==> config.mk <==
export PLATFORM = sky130hd
export DESIGN_NAME = vga_timing_gen_flat
export DESIGN_NICKNAME = d
export VERILOG_FILES = /design/src/rtl/vga_timing_gen_if.sv /design/src/rtl/vga_timing_gen.sv /design/src/flat_wrapper.sv
export SDC_FILE = /design/constraint.sdc
export NUM_CORES = 1
export LEC_CHECK = 0
export ABC_AREA = 1
export CAP_MARGIN = 20
export CELL_PAD_IN_SITES_DETAIL_PLACEMENT = 0
export CELL_PAD_IN_SITES_GLOBAL_PLACEMENT = 1
export CORE_ASPECT_RATIO = 0.7
export CORE_MARGIN = 10
export CORE_UTILIZATION = 42
export DETAILED_ROUTE_END_ITERATION = 10
export PLACE_DENSITY_LB_ADDON = 0.1
export SLEW_MARGIN = 20
export SYNTH_ARGS = -nofsm -noshare
export SYNTH_HDL_FRONTEND = slang
export SYNTH_SLANG_ARGS = --single-unit
==> constraint.sdc <==
create_clock -name clk -period 2.3 [get_ports clk]
set_clock_uncertainty 0.05 [all_clocks]
set_input_delay 0.345 -clock clk [delete_from_list [all_inputs] [get_ports clk]]
set_output_delay 0.345 -clock clk [all_outputs]
set_load 0.005 [all_outputs]
==> src/rtl/vga_timing_gen_if.sv <==
// Raster coordinate and sync bundle produced by vga_timing_gen and consumed by
// sprite/overlay blocks.
interface vga_timing_gen_if;
  logic [9:0] x;
  logic [9:0] y;
  logic       hsync;
  logic       vsync;
  logic       active;
  logic       line_start;
  logic       frame_start;

  modport master (
    output x, y, hsync, vsync, active, line_start, frame_start
  );

  modport slave (
    input x, y, hsync, vsync, active, line_start, frame_start
  );
endinterface

==> src/rtl/vga_timing_gen.sv <==
// VGA raster timing: horizontal and vertical phase FSMs with registered
// coordinates, syncs and decodes, all advancing only when ce is high.
module vga_timing_gen #(
  parameter int unsigned H_ACTIVE = 640,
  parameter int unsigned H_FP     = 16,
  parameter int unsigned H_SYNC   = 96,
  parameter int unsigned H_BP     = 48,
  parameter int unsigned V_ACTIVE = 480,
  parameter int unsigned V_FP     = 10,
  parameter int unsigned V_SYNC   = 2,
  parameter int unsigned V_BP     = 33,
  parameter bit          SYNC_POL = 1'b0
) (
  input  logic             clk,
  input  logic             reset,
  input  logic             ce,
  vga_timing_gen_if.master vid
);

  typedef enum logic [1:0] {HAct, HFp, HSync, HBp} h_state_e;
  typedef enum logic [1:0] {VAct, VFp, VSync, VBp} v_state_e;

  h_state_e   h_state_q, h_state_d;
  v_state_e   v_state_q, v_state_d;
  logic [9:0] h_cnt_q, h_cnt_d;
  logic [9:0] v_cnt_q, v_cnt_d;
  logic [9:0] x_q, x_d;
  logic [9:0] y_q, y_d;
  logic       hsync_q, vsync_q, active_q, line_start_q, frame_start_q;

  // Last phase-counter value of each state.
  function automatic logic [9:0] h_last(h_state_e s);
    logic [9:0] l;
    l = '0;
    unique case (s)
      HAct:  l = 10'(H_ACTIVE - 1);
      HFp:   l = 10'(H_FP - 1);
      HSync: l = 10'(H_SYNC - 1);
      HBp:   l = 10'(H_BP - 1);
    endcase
    return l;
  endfunction

  function automatic logic [9:0] v_last(v_state_e s);
    logic [9:0] l;
    l = '0;
    unique case (s)
      VAct:  l = 10'(V_ACTIVE - 1);
      VFp:   l = 10'(V_FP - 1);
      VSync: l = 10'(V_SYNC - 1);
      VBp:   l = 10'(V_BP - 1);
    endcase
    return l;
  endfunction

  always_comb begin
    h_state_d = h_state_q;
    v_state_d = v_state_q;
    h_cnt_d   = h_cnt_q + 10'd1;
    v_cnt_d   = v_cnt_q;
    x_d       = x_q + 10'd1;
    y_d       = y_q;
    if (h_cnt_q == h_last(h_state_q)) begin
      h_cnt_d = '0;
      unique case (h_state_q)
        HAct:  h_state_d = HFp;
        HFp:   h_state_d = HSync;
        HSync: h_state_d = HBp;
        HBp: begin
          // Horizontal wrap: the only point where the vertical FSM moves.
          h_state_d = HAct;
          x_d       = '0;
          v_cnt_d   = v_cnt_q + 10'd1;
          y_d       = y_q + 10'd1;
          if (v_cnt_q == v_last(v_state_q)) begin
            v_cnt_d = '0;
            unique case (v_state_q)
              VAct:  v_state_d = VFp;
              VFp:   v_state_d = VSync;
              VSync: v_state_d = VBp;
              VBp: begin
                v_state_d = VAct;
                y_d       = '0;
              end
            endcase
          end
        end
      endcase
    end
  end

  always_ff @(posedge clk or negedge reset) begin
    if (!reset) begin
      h_state_q     <= HAct;
      v_state_q     <= VAct;
      h_cnt_q       <= '0;
      v_cnt_q       <= '0;
      x_q           <= '0;
      y_q           <= '0;
      hsync_q       <= ~SYNC_POL;
      vsync_q       <= ~SYNC_POL;
      active_q      <= 1'b1;
      line_start_q  <= 1'b1;
      frame_start_q <= 1'b1;
    end else if (ce) begin
      h_state_q     <= h_state_d;
      v_state_q     <= v_state_d;
      h_cnt_q       <= h_cnt_d;
      v_cnt_q       <= v_cnt_d;
      x_q           <= x_d;
      y_q           <= y_d;
      // Decodes use next-state values so they line up with x/y in the same cycle.
      hsync_q       <= (h_state_d == HSync) ? SYNC_POL : ~SYNC_POL;
      vsync_q       <= (v_state_d == VSync) ? SYNC_POL : ~SYNC_POL;
      active_q      <= (h_state_d == HAct) && (v_state_d == VAct);
      line_start_q  <= (x_d == 10'd0);
      frame_start_q <= (x_d == 10'd0) && (y_d == 10'd0);
    end
  end

  assign vid.x           = x_q;
  assign vid.y           = y_q;
  assign vid.hsync       = hsync_q;
  assign vid.vsync       = vsync_q;
  assign vid.active      = active_q;
  assign vid.line_start  = line_start_q;
  assign vid.frame_start = frame_start_q;

endmodule

==> src/flat_wrapper.sv <==
// flat-port wrapper written by rule: the top's interface ports become plain ports
module vga_timing_gen_flat 
#(
  parameter int unsigned H_ACTIVE = 640,
  parameter int unsigned H_FP     = 16,
  parameter int unsigned H_SYNC   = 96,
  parameter int unsigned H_BP     = 48,
  parameter int unsigned V_ACTIVE = 480,
  parameter int unsigned V_FP     = 10,
  parameter int unsigned V_SYNC   = 2,
  parameter int unsigned V_BP     = 33,
  parameter bit          SYNC_POL = 1'b0
)
  (clk, reset, ce, vid_x, vid_y, vid_hsync, vid_vsync, vid_active, vid_line_start, vid_frame_start);
  vga_timing_gen_if vid_i ();
  input  logic clk;
  input  logic reset;
  input  logic ce;
  output wire logic [$bits(vid_i.x)-1:0] vid_x;
  output wire logic [$bits(vid_i.y)-1:0] vid_y;
  output wire logic [$bits(vid_i.hsync)-1:0] vid_hsync;
  output wire logic [$bits(vid_i.vsync)-1:0] vid_vsync;
  output wire logic [$bits(vid_i.active)-1:0] vid_active;
  output wire logic [$bits(vid_i.line_start)-1:0] vid_line_start;
  output wire logic [$bits(vid_i.frame_start)-1:0] vid_frame_start;
  assign vid_x = vid_i.x;
  assign vid_y = vid_i.y;
  assign vid_hsync = vid_i.hsync;
  assign vid_vsync = vid_i.vsync;
  assign vid_active = vid_i.active;
  assign vid_line_start = vid_i.line_start;
  assign vid_frame_start = vid_i.frame_start;
  vga_timing_gen #(.H_ACTIVE(H_ACTIVE), .H_FP(H_FP), .H_SYNC(H_SYNC), .H_BP(H_BP), .V_ACTIVE(V_ACTIVE), .V_FP(V_FP), .V_SYNC(V_SYNC), .V_BP(V_BP), .SYNC_POL(SYNC_POL)) u_core (.clk(clk), .reset(reset), .ce(ce), .vid(vid_i));
endmodule
# [Word level (Yosys, flattened, before mapping)]
# Index checks and enable logic that the tools add are counted.
[word_totals] ff_bits=49 elab_cells=54
[classes] n_reduce_logical=9 muxes=20 n_addsub=4 n_eq_ne=10
[op_table] operator="$mux W10" count=10
[op_table] operator="$pmux W10 S4" count=2
[op_table] operator="$add A10 B1 Y10 const B" count=4
[op_table] operator="$eq A10 B10 Y1" count=2
[op_table] operator="$logic_not A10 Y1" count=2
[op_table] operator="$pmux W2 S4" count=2
[op_table] operator="$eq A2 B2 Y1 const B" count=6
[op_table] operator="$logic_not A2 Y1" count=4
[op_table] operator="$mux W2" count=4
[op_table] operator="$eq A2 B1 Y1 const B" count=2
[op_table] operator="$reduce_and A3 Y1" count=1
[op_table] operator="$logic_and A1 B1 Y1" count=2
[op_table] operator="$mux W1" count=2

# [Longest topological paths before layout]
[logic_depth] depth_word=10 mapped_depth=16 ltp_nobuf=16

# [Worst setup path after synthesis]
# No wires, ideal clock.
[synth_timing] path_kind="register -> register" startpoint="register u_core.h_state_q[0]" endpoint="register u_core.v_state_q[1]" stages_incl_launch_ff=12 path_buffers=0 required_time_ps=2122 t_arrival_ps=1809 path_slack_ps=313 cell_sequence="dfrtp_1 > inv_1 > ha_1 > nand2_1 > nand2_1 > nor2_2 > nand3_4 > nor2_8 > nand2_2 > o21ai_1 > nor2_1 > o21bai_1"
[synth_via] elab_chain_cells=4 word_cells_on_any_way=8
[synth_lines] element="from (decl)" line_no="vga_timing_gen.sv:23" source="h_state_e h_state_q, h_state_d;"
[synth_lines] element="from (signal assigned)" line_no="vga_timing_gen.sv:94" source="h_state_q <= HAct;"
[synth_lines] element="from (signal assigned)" line_no="vga_timing_gen.sv:106" source="h_state_q <= h_state_d;"
[synth_lines] element="$eq A2 B2 Y1 (tied with other cells)" line_no="vga_timing_gen.sv:35, vga_timing_gen.sv:65"
[synth_lines] element="$pmux W10 S4" line_no="vga_timing_gen.sv:35" source="unique case (s)"
[synth_lines] element="$eq A10 B10 Y1" line_no="vga_timing_gen.sv:63" source="if (h_cnt_q == h_last(h_state_q)) begin"
[synth_lines] element="$mux W2 *" line_no="vga_timing_gen.sv:63"
[synth_lines] element="to (signal assigned)" line_no="vga_timing_gen.sv:95" source="v_state_q <= VAct;"
[synth_lines] element="to (signal assigned)" line_no="vga_timing_gen.sv:107" source="v_state_q <= v_state_d;"
[synth_lines] element="to (decl)" line_no="vga_timing_gen.sv:24" source="v_state_e v_state_q, v_state_d;"
# Mark *: on every way between the ends. The rest lies on a longest branch, timed or not. The select of a mux whose other input is x is not followed.
# A chain may end at the register's enable or synchronous reset.

# [Final worst setup path]
[layout_timing] startpoint="register u_core.h_state_q[0]" endpoint="register u_core.frame_start_q (netlist: u_core.vid.frame_start)"
[layout_via] elab_chain_cells=6 word_cells_on_any_way=13
[layout_lines] element="$eq A2 B2 Y1 (tied with other cells)" line_no="vga_timing_gen.sv:35, vga_timing_gen.sv:65"
[layout_lines] element="$pmux W10 S4" line_no="vga_timing_gen.sv:35"
[layout_lines] element="$eq A10 B10 Y1" line_no="vga_timing_gen.sv:63"
[layout_lines] element="$mux W10" line_no="vga_timing_gen.sv:63"
[layout_lines] element="$logic_not A10 Y1" line_no="vga_timing_gen.sv:117" source="frame_start_q <= (x_d == 10'd0) && (y_d == 10'd0);"
[layout_lines] element="$logic_and A1 B1 Y1 *" line_no="vga_timing_gen.sv:117"
[layout_lines] element="to (signal assigned)" line_no="vga_timing_gen.sv:117"
[layout_lines] element="to (decl)" line_no="vga_timing_gen.sv:29" source="logic hsync_q, vsync_q, active_q, line_start_q, frame_start_q;"
# Marked as above.

==> run_summary.xml <==
<?xml version="1.0" encoding="UTF-8"?>
<metrics>
  <group name="outcome">
    <metric name="run_status" unit="">complete, no violations</metric>
  </group>
  <group name="cts">
    <metric name="cts_htree_levels" unit="">2</metric>
    <metric name="clk_root_buffer_cell" unit="">sky130_fd_sc_hd__clkbuf_8</metric>
    <metric name="insertion_delay" unit="ns">0.31</metric>
    <metric name="numClockSinks" unit="">49</metric>
    <metric name="cts_inserted_buffers" unit="">5</metric>
    <metric name="cts_tree" unit="">done</metric>
    <metric name="cts.path.max_buffers" unit="">2</metric>
    <metric name="clk_transition_reported_paths" unit="ns">0.10</metric>
  </group>
  <group name="die">
    <metric name="die_area" unit="um^2">11500</metric>
    <metric name="die-width" unit="um">124</metric>
    <metric name="num_io_pins" unit="">28</metric>
    <metric name="die_h" unit="um">92.9</metric>
    <metric name="std_cell_rows" unit="">26</metric>
    <metric name="placeableCoreArea" unit="um^2">7350</metric>
    <metric name="initial_utilization" unit="%">43.4</metric>
  </group>
  <group name="layout">
    <metric name="utilization" unit="%">55.0</metric>
    <metric name="final_layout_size_suffix_gt1_share" unit="%">18.1</metric>
    <metric name="finish.net_count" unit="">517</metric>
    <metric name="fillCellCount" unit="">735</metric>
    <metric name="antenna-diode-count" unit="">0</metric>
    <metric name="areaGrowthSynthToFinish" unit="%">26.8</metric>
  </group>
  <group name="detailed_routing">
    <metric name="routed-via-count" unit="">3028</metric>
    <metric name="wl" unit="um">8300</metric>
    <metric name="route.detailed.wl_per_inst" unit="um">13.8</metric>
    <metric name="remaining_drc_errors" unit="">0</metric>
    <metric name="detailedRoute.firstPassIterationCount" unit="">4</metric>
    <metric name="viasPerCell" unit="">5.03</metric>
    <metric name="initialDrtViolationCount" unit="">186</metric>
    <metric name="drtAntennaViolNets" unit="">0</metric>
  </group>
  <group name="synth">
    <metric name="cells_after_synth" unit="">445</metric>
    <metric name="synthDistinctLibCells" unit="">40</metric>
    <metric name="yosysSeqAreaShare" unit="%">38.7</metric>
    <metric name="number_of_storage_elements_in_the_synthesis_netlist" unit="">49</metric>
    <metric name="syn-cell-area" unit="um^2">3190</metric>
    <metric name="count_of_warnings_emitted_by_yosys" unit="">0</metric>
    <metric name="post_synth.cell_area_avg" unit="um^2">7.16</metric>
    <metric name="post_syn_nets" unit="">459</metric>
  </group>
  <group name="global_routing">
    <metric name="antenna_found_initial" unit="">0</metric>
    <metric name="grt_pass1_vias" unit="">2690</metric>
    <metric name="grt_max_degree" unit="">50</metric>
    <metric name="grt-ovfl-total" unit="">0</metric>
    <metric name="grt_use_total" unit="%">14.0</metric>
    <metric name="grt_pass1_wl" unit="um">13300</metric>
  </group>
  <group name="timing">
    <metric name="slew_headroom" unit="%">55.7</metric>
    <metric name="whs" unit="ns">0.0818</metric>
    <metric name="fmax" unit="MHz">454</metric>
    <metric name="drv_slew" unit="">0</metric>
    <metric name="finalCritPeriodShare" unit="%">95.7</metric>
    <metric name="final_hold_vio_count" unit="">0</metric>
    <metric name="min_period" unit="ns">2.20</metric>
    <metric name="finalSetupViolations" unit="">0</metric>
    <metric name="worst_slew_pin_slew" unit="ns">0.664</metric>
  </group>
  <group name="critical_path">
    <metric name="critPathArrivalTime" unit="ns">2.42</metric>
    <metric name="required" unit="ns">2.51</metric>
    <metric name="worstPathCellList" unit="">inv_2, ha_4, nor2_1, inv_2, nand3_1, nor2_4, nand3_4, buf_12, o21ai_0, nand2_1, nor2_1, nand3_1, nor2_1, nand3_1, nand2_1</metric>
    <metric name="critical_path_buf_inv_count" unit="">3</metric>
    <metric name="worst-setup-path-type" unit="">reg -&gt; reg</metric>
    <metric name="reg_to_reg_setup_timing_slack" unit="ns">0.1</metric>
    <metric name="reg2reg_from" unit="">u_core.h_state_q[0]$_DFFE_PN0P_</metric>
    <metric name="worstRegToRegCells" unit="">15</metric>
    <metric name="critPathMaxStageDelay" unit="ns">0.39</metric>
    <metric name="endpoint_kind" unit="">flop</metric>
    <metric name="critPathLaunchType" unit="">flop</metric>
    <metric name="timing.critical_path.fanout_max" unit="">14</metric>
    <metric name="regToRegEndpoint" unit="">u_core.vid.frame_start$_DFFE_PN1P_</metric>
    <metric name="critPathSlowestCell" unit="">sky130_fd_sc_hd__dfrtp_1</metric>
    <metric name="cpLargestDelayFamily" unit="">simple AND/OR/NAND/NOR gates</metric>
  </group>
  <group name="placement">
    <metric name="hpwl" unit="um">5760</metric>
    <metric name="gp_weighted_congestion" unit="">0.808</metric>
    <metric name="portBuffers" unit="">27</metric>
  </group>
  <group name="power_and_ir_drop">
    <metric name="irDropWorstVdd" unit="mV">0.333</metric>
    <metric name="power" unit="uW">2840</metric>
    <metric name="leak_pwr" unit="uW">0.00195</metric>
    <metric name="power_per_cell_area" unit="nW/um^2">703</metric>
  </group>
  <group name="hold_path">
    <metric name="hold_class" unit="">in -&gt; async</metric>
  </group>
  <group name="flow_run">
    <metric name="drv.max_cap_violation_count" unit="">0</metric>
  </group>
</metrics>
[stage by stage]
step	setup WS, ns	std cells	setup TNS [ns]	area, um^2
2_1_floorplan	0.313	445	0	3190
3_3_place_gp	0.0402	574	0	3650
3_5_place_dp	0.0173	574	0	3650
4_1_cts	0.0184	582	0	3770
5_1_grt	-0.0550	602	-0.0801	4040
6_report	0.0986	602	0	4040
[timing repair]
action | in CTS | in global routing
cloned | 0 | 1
setup endpoints to repair | 1 | 20
gates resized for setup | 1 | 27
setup buffers | 0 | 19
hold buffers | 0 | 0
pin swaps | 0 | 12
[worst register-to-register path, delay by kind of cell (launching register included)]
family / cells / cell delay [ns]
AOI/OAI and AO/OA: 1 / 0.07
adders and majority gates: 1 / 0.30
buffers and inverters: 3 / 0.33
DFF: 1 / 0.39
and+or+nand+nor: 10 / 1.05
[Yosys cell counts (all sizes together)]
| master | number | area [um^2] |
|---|---|---|
| dfstp | 5 | 131 |
| clkinv | 1 | 5.00 |
| nand2 | 127 | 489 |
| nor3b | 1 | 7.51 |
| nor4 | 1 | 6.26 |
| dfrtp | 44 | 1100 |
| clkbuf | 6 | 22.5 |
| buf | 3 | 23.8 |
| a21boi | 1 | 7.51 |
| ha | 11 | 138 |
| or2 | 2 | 12.5 |
| o31ai | 1 | 7.51 |
| o21ai | 32 | 164 |
| o21bai | 6 | 48.8 |
| nand3 | 40 | 240 |
| nand3b | 1 | 7.51 |
| xnor2 | 1 | 8.76 |
| inv | 59 | 221 |
| nand4 | 10 | 68.8 |
| nor2 | 57 | 255 |
| nor3 | 13 | 75.1 |
| a21oi | 15 | 78.8 |
| xor2 | 7 | 61.3 |
| a31oi | 1 | 6.26 |
[worst max-delay path by stage]
stage | start | to | slack [ns] | cells past startpoint
floorplan | u_core.h_state_q[0]$_DFFE_PN0P_ | u_core.v_state_q[1]$_DFFE_PN0P_ | 0.31 | 11
global placement | u_core.h_state_q[0]$_DFFE_PN0P_ | u_core.vid.active$_DFFE_PN1P_ | 0.04 | 11
detailed placement | u_core.h_state_q[0]$_DFFE_PN0P_ | u_core.vid.frame_start$_DFFE_PN1P_ | 0.02 | 13
CTS | u_core.h_state_q[1]$_DFFE_PN0P_ | u_core.vid.active$_DFFE_PN1P_ | 0.02 | 12
global route | u_core.h_state_q[0]$_DFFE_PN0P_ | u_core.vid.frame_start$_DFFE_PN1P_ | -0.06 | 14
finish | u_core.h_state_q[0]$_DFFE_PN0P_ | u_core.vid.frame_start$_DFFE_PN1P_ | 0.1 | 15
[metal layers]
metal / GRT usage (%) / share of wire [%]
met1: 21.2 / 53
met2: 19.2 / 40
met3: 3.58 / 5.3
met4: 3.15 / 0.74
met5: 0 / 0
[layout by cell type, fill, tap and decap left out, types with 2 or more instances in the layout]
cell type	n
sky130_fd_sc_hd__nand3_1	33
sky130_fd_sc_hd__ha_4	2
sky130_fd_sc_hd__nand2_4	2
sky130_fd_sc_hd__o21bai_1	5
sky130_fd_sc_hd__nor2_4	5
sky130_fd_sc_hd__nor3_2	2
sky130_fd_sc_hd__ha_1	8
sky130_fd_sc_hd__inv_1	55
sky130_fd_sc_hd__nand4_1	9
sky130_fd_sc_hd__a21oi_2	3
sky130_fd_sc_hd__nor3_1	11
sky130_fd_sc_hd__clkbuf_8	6
sky130_fd_sc_hd__o21ai_0	27
sky130_fd_sc_hd__dfstp_2	5
sky130_fd_sc_hd__inv_2	4
sky130_fd_sc_hd__buf_12	3
sky130_fd_sc_hd__xor2_1	7
sky130_fd_sc_hd__nor2_1	48
sky130_fd_sc_hd__nand3_2	4
sky130_fd_sc_hd__dfrtp_1	44
sky130_fd_sc_hd__or2_2	2
sky130_fd_sc_hd__nand2_2	7
sky130_fd_sc_hd__nor2_2	4
sky130_fd_sc_hd__o21ai_1	3
sky130_fd_sc_hd__buf_4	28
sky130_fd_sc_hd__nand2_1	118
sky130_fd_sc_hd__a21oi_1	12
sky130_fd_sc_hd__nand3_4	3
sky130_fd_sc_hd__clkdlybuf4s50_1	26
[kinds of logic after synthesis]
group | after synthesis | share of synthesized area, %
XOR/XNOR | 8 | 2.20
AO/OA/AOI/OAI | 56 | 9.81
flip-flops | 49 | 38.7
buffers and inverters | 69 | 8.56
AND/OR/NAND/NOR | 252 | 36.5
adder cells (fa/ha/maj) | 11 | 4.32
[state kept, by name (all words and copies together), names as in the netlist, 2 cells and up]
signal	count
u_core.h_cnt_q	10
u_core.h_state_q	2
u_core.vid.y	10
u_core.v_cnt_q	10
u_core.vid.x	10
u_core.v_state_q	2
[layout make-up]
| type | count | area (um^2) | share of cell area, % |
|---|---|---|---|
| Multi-Input combinational cell | 328 | 1800 | 44.5 |
| Sequential cell | 49 | 1230 | 30.5 |
| Timing Repair Buffer | 59 | 547 | 13.5 |
| Inverter | 60 | 226 | 5.60 |
| Tap cell | 98 | 123 | 3.03 |
| Clock buffer | 7 | 86.3 | 2.14 |
| Clock inverter | 1 | 30.0 | 0.743 |
[where the power goes]
group	leakage, uW	internal, uW	switching, uW
registers	0.000606	1020	206
logic	0.00128	441	511
clock network	0.0000585	356	311
Power figures use the tool's default switching activity.
